### src/rtl/codec_cfg_sequencer_if.sv
// Shifter-facing bus of codec_cfg_sequencer: word handshake, 24-bit word and I2C phase enables.
interface codec_cfg_sequencer_if;
    logic        NEXT_WORD;
    logic        ACK_ERR;
    logic [23:0] DATA;
    logic        TRANSACTION_REQ;
    logic        CLOCK_500;
    logic        CLOCK_500_ena;
    logic        CLOCK_SDAT_ena;

    modport master (
        input  NEXT_WORD, ACK_ERR,
        output DATA, TRANSACTION_REQ, CLOCK_500, CLOCK_500_ena, CLOCK_SDAT_ena
    );

    modport slave (
        output NEXT_WORD, ACK_ERR,
        input  DATA, TRANSACTION_REQ, CLOCK_500, CLOCK_500_ena, CLOCK_SDAT_ena
    );
endinterface

### src/rtl/codec_cfg_sequencer.sv
// Audio codec configuration sequencer: I2C phase generator plus register-write table walker.
// Optional NACK retry enabled by defining CODEC_CFG_RETRY_EN.
module codec_cfg_sequencer #(
    parameter int         CLK_DIV      = 2048,
    parameter int         SCL_HI_START = 800,
    parameter int         SCL_HI_END   = 1820,
    parameter int         SDA_START    = 450,
    parameter int         SDA_END      = 1990,
    parameter int         N_WORDS      = 11,
    parameter logic [7:0] SLAVE_ADDR   = 8'h34,
    parameter int         MAX_RETRY    = 3
) (
    input  logic                         CLOCK31_5,
    input  logic                         rst_n,
    codec_cfg_sequencer_if.master        bus,
    input  logic                         KEY0_EDGE,
    input  logic                         MICROPHON_ON,
    output logic                         CFG_DONE,
    output logic                         CFG_ERR,
    output logic [3:0]                   WORD_IDX
);
    localparam int CNT_W = $clog2(CLK_DIV + 1);
    localparam int RTY_W = (MAX_RETRY > 0) ? $clog2(MAX_RETRY + 1) : 1;

    generate
        if (!(SCL_HI_START < SCL_HI_END && SCL_HI_END <= CLK_DIV)) begin : g_bad_scl
            $fatal(1, "codec_cfg_sequencer: SCL window must satisfy START < END <= CLK_DIV");
        end
        if (!(SDA_START < SDA_END && SDA_END <= CLK_DIV)) begin : g_bad_sda
            $fatal(1, "codec_cfg_sequencer: SDA window must satisfy START < END <= CLK_DIV");
        end
        if (N_WORDS < 2 || N_WORDS > 11) begin : g_bad_nwords
            $fatal(1, "codec_cfg_sequencer: N_WORDS must be in 2..11");
        end
    endgenerate

    typedef enum logic [1:0] {S_RUN, S_DONE, S_ERROR} state_t;

    logic [CNT_W-1:0] r_cnt;
    logic             r_clk500, r_clk500_d;
    logic             r_sdat, r_sdat_d, r_sdat_ena;
    logic             r_sync1, r_sync2;
    logic             r_mic_cfg, w_mic_cfg_nxt;
    state_t           r_state, w_state_nxt;
    logic [3:0]       r_idx, w_idx_nxt;
    logic [RTY_W-1:0] r_retry, w_retry_nxt;
    logic             w_restart;

    function automatic logic [15:0] tbl_word(input logic [3:0] idx, input logic mic);
        logic [15:0] w;
        case (idx)
            4'd0:    w = 16'h1200;
            4'd1:    w = 16'h0C00;
            4'd2:    w = 16'h0E42;
            4'd3:    w = mic ? 16'h0814 : 16'h0810;
            4'd4:    w = 16'h107C;
            4'd5:    w = 16'h007F;
            4'd6:    w = 16'h027F;
            4'd7:    w = 16'h047F;
            4'd8:    w = 16'h067F;
            4'd9:    w = 16'h0A01;
            default: w = 16'h1201;
        endcase
        // The activate word always closes the table, whatever its length.
        if (idx == 4'(N_WORDS - 1)) w = 16'h1201;
        return w;
    endfunction

    always_ff @(posedge CLOCK31_5 or negedge rst_n) begin
        if (!rst_n) begin
            r_cnt      <= '0;
            r_clk500   <= 1'b0;
            r_clk500_d <= 1'b0;
            r_sdat     <= 1'b0;
            r_sdat_d   <= 1'b0;
            r_sdat_ena <= 1'b0;
            r_sync1    <= 1'b0;
            r_sync2    <= 1'b0;
        end else begin
            r_cnt      <= (r_cnt == CNT_W'(CLK_DIV - 1)) ? '0 : r_cnt + CNT_W'(1);
            r_clk500   <= (r_cnt >= CNT_W'(SCL_HI_START)) && (r_cnt < CNT_W'(SCL_HI_END));
            r_clk500_d <= r_clk500;
            r_sdat     <= (r_cnt >= CNT_W'(SDA_START)) && (r_cnt < CNT_W'(SDA_END));
            r_sdat_d   <= r_sdat;
            r_sdat_ena <= r_sdat & ~r_sdat_d;
            r_sync1    <= MICROPHON_ON;
            r_sync2    <= r_sync1;
        end
    end

    always_ff @(posedge CLOCK31_5 or negedge rst_n) begin
        if (!rst_n) begin
            r_state   <= S_RUN;
            r_idx     <= '0;
            r_retry   <= '0;
            r_mic_cfg <= 1'b0;
        end else begin
            r_state   <= w_state_nxt;
            r_idx     <= w_idx_nxt;
            r_retry   <= w_retry_nxt;
            r_mic_cfg <= w_mic_cfg_nxt;
        end
    end

    assign w_restart = KEY0_EDGE | (r_sync2 != r_mic_cfg);

    always_comb begin
        w_state_nxt   = r_state;
        w_idx_nxt     = r_idx;
        w_retry_nxt   = r_retry;
        w_mic_cfg_nxt = r_mic_cfg;
        if (w_restart) begin
            w_state_nxt   = S_RUN;
            w_idx_nxt     = '0;
            w_retry_nxt   = '0;
            w_mic_cfg_nxt = r_sync2;
        end else if (r_state == S_RUN && bus.NEXT_WORD) begin
`ifdef CODEC_CFG_RETRY_EN
            if (bus.ACK_ERR) begin
                if (r_retry == RTY_W'(MAX_RETRY)) w_state_nxt = S_ERROR;
                else                               w_retry_nxt = r_retry + RTY_W'(1);
            end else
`endif
            begin
                w_retry_nxt = '0;
                // idx parks on the activate word so DONE keeps presenting it.
                if (r_idx == 4'(N_WORDS - 1)) w_state_nxt = S_DONE;
                else                          w_idx_nxt   = r_idx + 4'd1;
            end
        end
    end

    assign bus.DATA            = {SLAVE_ADDR, tbl_word(r_idx, r_mic_cfg)};
    assign bus.TRANSACTION_REQ = (r_state == S_RUN);
    assign bus.CLOCK_500       = r_clk500;
    assign bus.CLOCK_500_ena   = r_clk500 & ~r_clk500_d;
    assign bus.CLOCK_SDAT_ena  = r_sdat_ena;
    assign CFG_DONE            = (r_state == S_DONE);
`ifdef CODEC_CFG_RETRY_EN
    assign CFG_ERR             = (r_state == S_ERROR);
`else
    assign CFG_ERR             = 1'b0;
`endif
    assign WORD_IDX            = r_idx;
endmodule

### src/flat_wrapper.sv
// flat-port wrapper written by rule: the top's interface ports become plain ports
module codec_cfg_sequencer_flat 
#(
    parameter int         CLK_DIV      = 2048,
    parameter int         SCL_HI_START = 800,
    parameter int         SCL_HI_END   = 1820,
    parameter int         SDA_START    = 450,
    parameter int         SDA_END      = 1990,
    parameter int         N_WORDS      = 11,
    parameter logic [7:0] SLAVE_ADDR   = 8'h34,
    parameter int         MAX_RETRY    = 3
)
  (CLOCK31_5, rst_n, KEY0_EDGE, MICROPHON_ON, CFG_DONE, CFG_ERR, WORD_IDX, bus_NEXT_WORD, bus_ACK_ERR, bus_DATA, bus_TRANSACTION_REQ, bus_CLOCK_500, bus_CLOCK_500_ena, bus_CLOCK_SDAT_ena);
  codec_cfg_sequencer_if bus_i ();
  input  logic CLOCK31_5;
  input  logic rst_n;
  input  logic KEY0_EDGE;
  input  logic MICROPHON_ON;
  output logic CFG_DONE;
  output logic CFG_ERR;
  output logic [3:0] WORD_IDX;
  input wire logic [$bits(bus_i.NEXT_WORD)-1:0] bus_NEXT_WORD;
  input wire logic [$bits(bus_i.ACK_ERR)-1:0] bus_ACK_ERR;
  output wire logic [$bits(bus_i.DATA)-1:0] bus_DATA;
  output wire logic [$bits(bus_i.TRANSACTION_REQ)-1:0] bus_TRANSACTION_REQ;
  output wire logic [$bits(bus_i.CLOCK_500)-1:0] bus_CLOCK_500;
  output wire logic [$bits(bus_i.CLOCK_500_ena)-1:0] bus_CLOCK_500_ena;
  output wire logic [$bits(bus_i.CLOCK_SDAT_ena)-1:0] bus_CLOCK_SDAT_ena;
  assign bus_i.NEXT_WORD = bus_NEXT_WORD;
  assign bus_i.ACK_ERR = bus_ACK_ERR;
  assign bus_DATA = bus_i.DATA;
  assign bus_TRANSACTION_REQ = bus_i.TRANSACTION_REQ;
  assign bus_CLOCK_500 = bus_i.CLOCK_500;
  assign bus_CLOCK_500_ena = bus_i.CLOCK_500_ena;
  assign bus_CLOCK_SDAT_ena = bus_i.CLOCK_SDAT_ena;
  codec_cfg_sequencer #(.CLK_DIV(CLK_DIV), .SCL_HI_START(SCL_HI_START), .SCL_HI_END(SCL_HI_END), .SDA_START(SDA_START), .SDA_END(SDA_END), .N_WORDS(N_WORDS), .SLAVE_ADDR(SLAVE_ADDR), .MAX_RETRY(MAX_RETRY)) u_core (.CLOCK31_5(CLOCK31_5), .rst_n(rst_n), .bus(bus_i), .KEY0_EDGE(KEY0_EDGE), .MICROPHON_ON(MICROPHON_ON), .CFG_DONE(CFG_DONE), .CFG_ERR(CFG_ERR), .WORD_IDX(WORD_IDX));
endmodule
### config.mk
export PLATFORM = sky130hd
export DESIGN_NAME = codec_cfg_sequencer_flat
export DESIGN_NICKNAME = d
export VERILOG_FILES = /design/src/rtl/codec_cfg_sequencer_if.sv /design/src/rtl/codec_cfg_sequencer.sv /design/src/flat_wrapper.sv
export SDC_FILE = /design/constraint.sdc
export NUM_CORES = 1
export LEC_CHECK = 0
export CAP_MARGIN = 20
export CORE_MARGIN = 1
export CORE_UTILIZATION = 44
export CTS_CLUSTER_DIAMETER = 60
export CTS_CLUSTER_SIZE = 30
export DETAILED_ROUTE_END_ITERATION = 6
export PLACE_DENSITY = 0.86
export SLEW_MARGIN = 30
export SYNTH_ARGS = -nofsm -noshare
export SYNTH_HDL_FRONTEND = slang
export SYNTH_SLANG_ARGS = --single-unit
### constraint.sdc
create_clock -name CLOCK31_5 -period 1.65 [get_ports CLOCK31_5]
set_input_delay 0.165 -clock CLOCK31_5 [delete_from_list [all_inputs] [get_ports CLOCK31_5]]
set_output_delay 0.165 -clock CLOCK31_5 [all_outputs]
set_load 0.02 [all_outputs]
# == Yosys cells after proc, flatten, opt, wreduce, memory -nomap -nowiden ==
# Cells that the tools add are included.
# totals
out_inout_bits,34
in_bits,6
wordCells,55
regBits,26
# classes
bitwise,5
eq_ne,14
addsub,2
order_cmp,4
reduce_logical,9
muxes,10
# op_table
cell,count
one-hot mux 16 bit (10 select lines),1
"less-than comparator 12 x 11 -> 1 bit, second input constant",2
"equality test 4 x 3 -> 1 bit, second input constant",4
two-way mux 16 bit,1
"adder 12 x 1 -> 12 bit, second input constant",1
"equality test 12 x 11 -> 1 bit, second input constant",1
"equality test 4 bit, second input constant",3
">= comparator 12 x 10 -> 1 bit, second input constant",1
">= comparator 12 x 9 -> 1 bit, second input constant",1
two-way mux 12 bit,1
two-way mux 4 bit,3
"equality test 4 x 2 -> 1 bit, second input constant",2
two-way mux 2 bit,3
"adder 4 x 1 -> 4 bit, second input constant",1
"equality test 4 x 1 -> 1 bit, second input constant",1
zero test 4 bit,1
AND reduction 2 bit,2
nonzero test 2 bit,2
logical AND 1 bit,3
two-way mux 3 bit,1
AND 1 bit,2
"equality test 2 x 1 -> 1 bit, second input constant",1
zero test 2 bit,1
"inequality test 2 x 1 -> 1 bit, second input constant",1
other kinds (3),4

# == Depth between registers and ports, before layout ==
# Gate-level depths: netlist of the first run.
# logic_depth
word_depth,4
mapped_depth,6
mapped_depth_nobuf,5

# == Worst setup path after synthesis of the first run ==
# No wires, ideal clock.
# synth_timing
path_type,flip-flop to output port
start,"register u_core.r_idx[0], in the netlist u_core.WORD_IDX[0]"
end,output port bus_DATA[5]
arrival_time_ps,1713
path_stages_with_launch,6
n_path_buf,2
setup_slack_ps,-228
t_required_ps,1485
cell_sequence,dfrtp_1 > ha_1 > clkbuf_1 > or3_1 > a22o_1 > buf_4
# synth_via
elab_chain_len,3
# synth_lines
item,line,rtl
from (decl),codec_cfg_sequencer.sv:45,"logic [3:0] r_idx, w_idx_nxt;"
from (signal assigned),codec_cfg_sequencer.sv:99,r_idx <= w_idx_nxt;
equality test 4 bit (tied with other cells),codec_cfg_sequencer.sv:51,case (idx)
one-hot mux 16 bit (10 select lines),codec_cfg_sequencer.sv:51,
two-way mux 16 bit *,codec_cfg_sequencer.sv:65,if (idx == 4'(N_WORDS - 1)) w = 16'h1201;
to (decl),flat_wrapper.sv:24,output wire logic [$bits(bus_i.DATA)-1:0] bus_DATA;
# Mark *: on every way between the ends. The rest lies on a longest branch, timed or not.

# == Final worst setup path of the first run ==
# layout_timing
start,"register u_core.r_idx[1], in the netlist u_core.WORD_IDX[1]"
end,output port bus_DATA[5]
# Same word-level chain as after synthesis.

==> flow_summary.ini, run 1 <==
[synth]
async_flop_share = 1.00
syn_area_um2 = 1600
seq_area_frac_synth = 0.392
syn_area_per_cell_um2 = 9.45
ys.flop_type = dfrtp_1
synth.yosys.warnings = 0
ys_types = 47
ys_seq_elements = 25
synth_edf_count = 0
synthCells = 169

[critical_path]
reg2reg_from = u_core.WORD_IDX[1]
crit_type = register to primary output
crit_fanout = 5
reg2reg_slack_ns = -0.01
end_kind = primary output
critPathArrivalTime_ns = 1.80
required_ns = 1.48
path_delay_family = flip-flops
crit_path_start_kind = register
crit_top_cell = buf_6
crit_slowest_cell = dfrtp_2
cp_cell_sequence = buf_6 -> ha_4 -> or3_4 -> a22o_4 -> buf_6
r2r_end = u_core.WORD_IDX[0]
rr_worst_depth = 8
critical-path-max-stage-delay_ns = 0.47
startpoint = u_core.WORD_IDX[1]
crit_buf_inv = 2

[timing]
fmax_mhz = 508
finalSetupTns_ns = -3.03
setup_viol = 14
post-route-period-util = 1.19
report.final.hold_viol_count = 0
setup_ws_ns = -0.318
rsz0062_at_grt = true
slew_viol_final = 0
tightest_slew_ns = 0.571
slew_headroom = 0.609
finalCriticalPeriod_ns = 1.97
fin_skew_ns = 0.00247

[cts]
clk_path_buf_depth = 2
cts_tree = built
cts_root_buf = clkbuf_4
clock_sinks = 25
clk_pin_slew_worst_paths_ns = 0.12
insertion_delay_ns = 0.30
htree_levels = 1
cts_buffers = 3
cts_hold_buf = 0

[floorplan]
start_util = 0.468
die_y_um = 62.3
core_area_um2 = 3420
die_x_um = 62.3
die_area_um2 = 3880
ios = 40
rows = 21

[route]
num_vias = 1379
drc = 0
drt_pass1_iterations = 4
drt_wl_total_um = 3650
drtIter0Drc = 67
wl_per_cell_um = 14.0
via_per_inst = 5.30
ant_nets = 0

[status]
status = finished, violations left
violations = setup timing

[power]
p_per_area_nw_per_um2 = 482
power_mw = 1.07
p_leak_nw = 1.01
peakVddDrop_v = 0.000286

[place]
port_buffers = 24
dp_slack_ns = -0.474
place_hpwl_um = 2510
dp_cells = 251
globalplace.congestion = 0.844
place_area_um2 = 2000

[grt]
grt_max_degree = 26
grtUsageTotal = 0.181
grt_pass1_vias = 1277
antenna_found_initial = 0
grt_pass1_wl_um = 5640
grt-ovfl-total = 0

[run]
cap_violations = 0

[cells_and_area]
nets = 227
stdcell_count = 260
diodes = 0
layout-drive-gt1-share = 0.379
area_growth_pct = 39.4
postLayoutCellArea_um2 = 2230

[worst_hold_path]
hold_class = input pin to asynchronous set/reset pin
worst reg2reg max path: stages (launching register included):
cell	delay [ns]
dfrtp_2	0.47
buf_6	0.14
ha_4	0.17
buf_6	0.13
buf_6	0.12
buf_6	0.11
and3b_2	0.23
o21ai_2	0.12
a21oi_1	0.07
cell type report:
class	count	area (µm²)
clock buffer	4	26.3
fill	271	1190
inverter	10	40.0
multi-input combinational	122	986
sequential	25	629
tap	46	57.6
timing repair buffer	53	488
cells in the mapped netlist (2+ instances only):
cell type / n / share of area
nand2b_1: 4 / 0.016
o31ai_1: 3 / 0.014
dfrtp_1: 25 / 0.39
nor2b_1: 4 / 0.016
a21oi_1: 11 / 0.034
o21ai_0: 11 / 0.034
nand3_1: 7 / 0.022
buf_4: 16 / 0.075
nand4_1: 2 / 0.0078
or3_1: 3 / 0.012
nand2_1: 6 / 0.014
clkbuf_1: 4 / 0.0094
xnor2_1: 4 / 0.022
o21a_1: 2 / 0.0094
buf_2: 3 / 0.0094
conb_1: 2 / 0.0047
xor2_1: 3 / 0.016
inv_1: 10 / 0.023
and3_2: 2 / 0.0094
a22o_1: 3 / 0.016
nor2_1: 5 / 0.012
nand3b_1: 2 / 0.0094
nor3_1: 8 / 0.025
ha_1: 6 / 0.047
stage by stage:
stage          hold slack, ns   util
2_1_floorplan          -0.131      -
3_3_place_gp            0.337  0.584
3_5_place_dp            0.343  0.584
4_1_cts                 0.205  0.625
5_1_grt                 0.213  0.652
6_report                0.195  0.652
flip-flops by register name, indices dropped and copies added, names as in the netlist:
| name | cells |
|---|---|
| u_core.r_cnt | 12 |
| u_core.r_sdat_d | 1 |
| u_core.WORD_IDX | 4 |
| u_core.r_state | 1 |
| u_core.r_sync1 | 1 |
| u_core.r_sync2 | 1 |
| u_core.r_clk500_d | 1 |
| u_core.bus.CLOCK_SDAT_ena | 1 |
| u_core.bus.CLOCK_500 | 1 |
| u_core.r_sdat | 1 |
| u_core.r_mic_cfg | 1 |
how the worst max path moves through the flow:
stage	to	slack, ns	depth (start not counted)
3_5_place_dp	bus_DATA[0]	-0.47	5
2_1_floorplan	bus_DATA[0]	-0.09	4
5_1_grt	bus_DATA[0]	-0.38	5
3_3_place_gp	bus_DATA[0]	-0.41	5
4_1_cts	bus_DATA[5]	-0.32	5
6_report	bus_DATA[5]	-0.32	5
power by group:
group	switching, mW	internal [mW]	leakage, nW
Combinational	0.113	0.0815	0.676
Sequential	0.00720	0.618	0.323
Clock	0.159	0.0943	0.0150
layer usage:
metal / up-vias / share of wire / track usage
met5: - / 0 / 0
met3: 6 / 0.028 / 0.0239
met4: 0 / 0.012 / 0.0698
met2: 34 / 0.55 / 0.332
met1: 684 / 0.41 / 0.214
li1: 655 / - / -
timing repair:
action / 4_1_cts / 5_1_grt
pin swaps: 6 / 12
buffers inserted: 3 / 3
gates resized for setup: 91 / 17
setup endpoints to repair: 13 / 17
placed cells by master, fill, tap and decap left out, types with 2 or more instances in the layout:
cell type	synthesis	layout
nor3_2	0	2
o21ai_2	0	5
nor2b_1	4	4
nand2b_1	4	2
o21ai_0	11	3
o31ai_1	3	3
xnor2_1	4	4
nor3_1	8	5
or3_1	3	2
nand3_1	7	7
xor2_1	3	3
buf_2	3	2
nand2_1	6	6
dlymetal6s2s_1	0	2
o21ai_1	0	2
a21oi_2	0	4
dfrtp_1	25	22
ha_4	0	4
and3_2	2	2
o21a_1	2	2
clkbuf_4	1	3
nor2_1	5	5
dlygate4sd2_1	0	3
buf_4	16	24
nand3b_1	2	2
inv_1	10	8
conb_1	2	14
dfrtp_2	0	3
nand4_1	2	2
ha_1	6	2
a21oi_1	11	7
a22o_1	3	2
clkdlybuf4s50_1	0	8
buf_6	0	13
nand2b_4	1	3
cell families after synthesis:
kind of cell,count (synthesis),share of synthesized area
multiplexers,1,0.00626
AO/OA/AOI/OAI,42,0.175
buffers and inverters,34,0.122
adder cells (fa/ha/maj),6,0.0470
AND/OR/NAND/NOR,52,0.215
other,2,0.00470
XOR/XNOR,7,0.0384
flip-flops,25,0.392
(Power assumes the default switching activity.)
==> inputs of run 2 (changes only) <==
CORE_MARGIN = 4   (was 1)
==> run 2 against run 1 <==
Effect of this change:
- the flow still finishes with violations (setup timing)
- largest cell class unchanged
- worst hold slack worse by 0.0094 ns
- register-to-register slack better by 0.22 ns
- worst setup slack improved by 0.013 ns
- highest routed layer unchanged
- routed wire length down 3.0%
- critical endpoint unchanged
==> flow_summary.ini, run 2 (synthesis gave the netlist of run 1 again) <==
[cells_and_area]
area_growth_pct = 32.3
nets = 229
postLayoutCellArea_um2 = 2110
stdcell_count = 262
largest_register_ff_count = 12
diodes = 0
layout_common_cells = buf_4 (31), dfrtp_1 (21), conb_1 (14), a21oi_1 (9), inv_1 (8)
layout-drive-gt1-share = 0.343
largest-register = u_core.r_cnt
layout_commonest_cell = buf_4

[route]
drt_wl_total_um = 3540
wl_per_cell_um = 13.5
drt_pass1_iterations = 4
drtIter0Drc = 71
ant_nets = 0
num_vias = 1344
drc = 0
via_per_inst = 5.13

[cts]
cts_hold_buf = 0
cts_tree = built
insertion_delay_ns = 0.31
cts_root_buf = clkbuf_4
cts_buffers = 3
clk_path_buf_depth = 2
htree_levels = 1
clock_sinks = 25
clk_pin_slew_worst_paths_ns = 0.13

[critical_path]
required_ns = 1.48
reg2reg_from = u_core.r_cnt[1]
crit_path_start_kind = register
end_kind = primary output
critPathArrivalTime_ns = 1.79
crit_fanout = 4
cp_cell_sequence = inv_2 -> ha_2 -> or3_4 -> a22o_4 -> buf_2
critical-path-max-stage-delay_ns = 0.44
crit_buf_inv = 2
crit_slowest_cell = dfrtp_2
path_delay_family = flip-flops
startpoint = u_core.WORD_IDX[1]
crit_type = register to primary output

[floorplan]
die_y_um = 68.3
die_x_um = 68.3
core_area_um2 = 3420
start_util = 0.468
ios = 40
rows = 21
die_area_um2 = 4660

[power]
power_frac_comb = 0.166
power_mw = 1.07
p_seq_frac = 0.582
p_per_area_nw_per_um2 = 507
peakVddDrop_v = 0.000408
p_sw_mw = 0.289
p_leak_nw = 1.04
p_sw_frac = 0.269
clockPowerShare = 0.252
p_int_mw = 0.784

[place]
place_area_um2 = 2010
place_hpwl_um = 2570
globalplace.congestion = 0.828
dp_slack_ns = -0.422
port_buffers = 24
dp_cells = 253

[timing]
rsz0062_at_grt = true
report.final.hold_viol_count = 0
setup_viol = 11
setup_ws_ns = -0.305
fin_skew_ns = 0.00160
tightest_slew_ns = 0.516
fmax_mhz = 512
whs_ns = 0.186
post-route-period-util = 1.18
slew_headroom = 0.647
slew_viol_final = 0
finalCriticalPeriod_ns = 1.95

[grt]
grt_pass1_vias = 1280
grt_pass1_wl_um = 5800
antenna_found_initial = 0
grt-ovfl-total = 0
grt_max_degree = 26
grtUsageTotal = 0.163

[worst_hold_path]
hold_class = input pin to asynchronous set/reset pin

[status]
violations = setup timing
status = finished, violations left

[run]
cap_violations = 0
-- run 2: per-layer routing --
metal  global-route usage  up-vias  wire (µm)  part of all wire
met5                    0        -          0                 0
met4               0.0620        0         24            0.0068
met3               0.0181        4        206             0.058
met2                0.306       43       1930              0.54
met1                0.189      637       1380              0.39
li1                     -      660          -                 -
-- run 2: power groups by stage --
stage          clock network, mW  registers (mW)  logic [mW]
2_1_floorplan                  0           0.637       0.115
5_1_grt                    0.312           0.625       0.196
3_3_place_gp                   0           0.635       0.162
4_1_cts                    0.287           0.624       0.173
3_5_place_dp                   0           0.635       0.164
6_report                   0.270           0.624       0.178
-- run 2: path summary, 6_finish.rpt --
path / endpoint / slack (ns) / cells after the start
hold / removal: u_core.r_cnt[10] / 0.19 / 2
setup reg to reg: u_core.r_cnt[8] / 0.21 / 5
min in group CLOCK31_5: u_core.r_sync1 / 0.27 / 1
hold reg to reg: u_core.r_sync2 / 0.37 / 0
setup / recovery: bus_DATA[5] / -0.30 / 5
max in group asynchronous: u_core.WORD_IDX[1] / 1.21 / 2
-- run 2: final cells by class --
class	count	area, µm²
clock buffer	3	22.5
clock inverter	1	7.51
fill	288	1300
inverter	10	37.5
multi-input combinational	122	912
sequential	25	631
tap	46	57.6
timing repair buffer	55	445
-- run 2: stage by stage --
step | TNS [ns] | util
6_report | -2.67 | 0.619
5_1_grt | -3.77 | 0.619
4_1_cts | -2.96 | 0.610
3_5_place_dp | -4.22 | 0.589
3_3_place_gp | -3.77 | 0.589
2_1_floorplan | -0.256 | -
-- run 2: timing repair --
item                       in CTS  in global routing
cloned                          0                  0
setup endpoints to repair      14                 17
resized for setup              68                  9
pin swaps                       0                  2
buffers inserted                5                  0
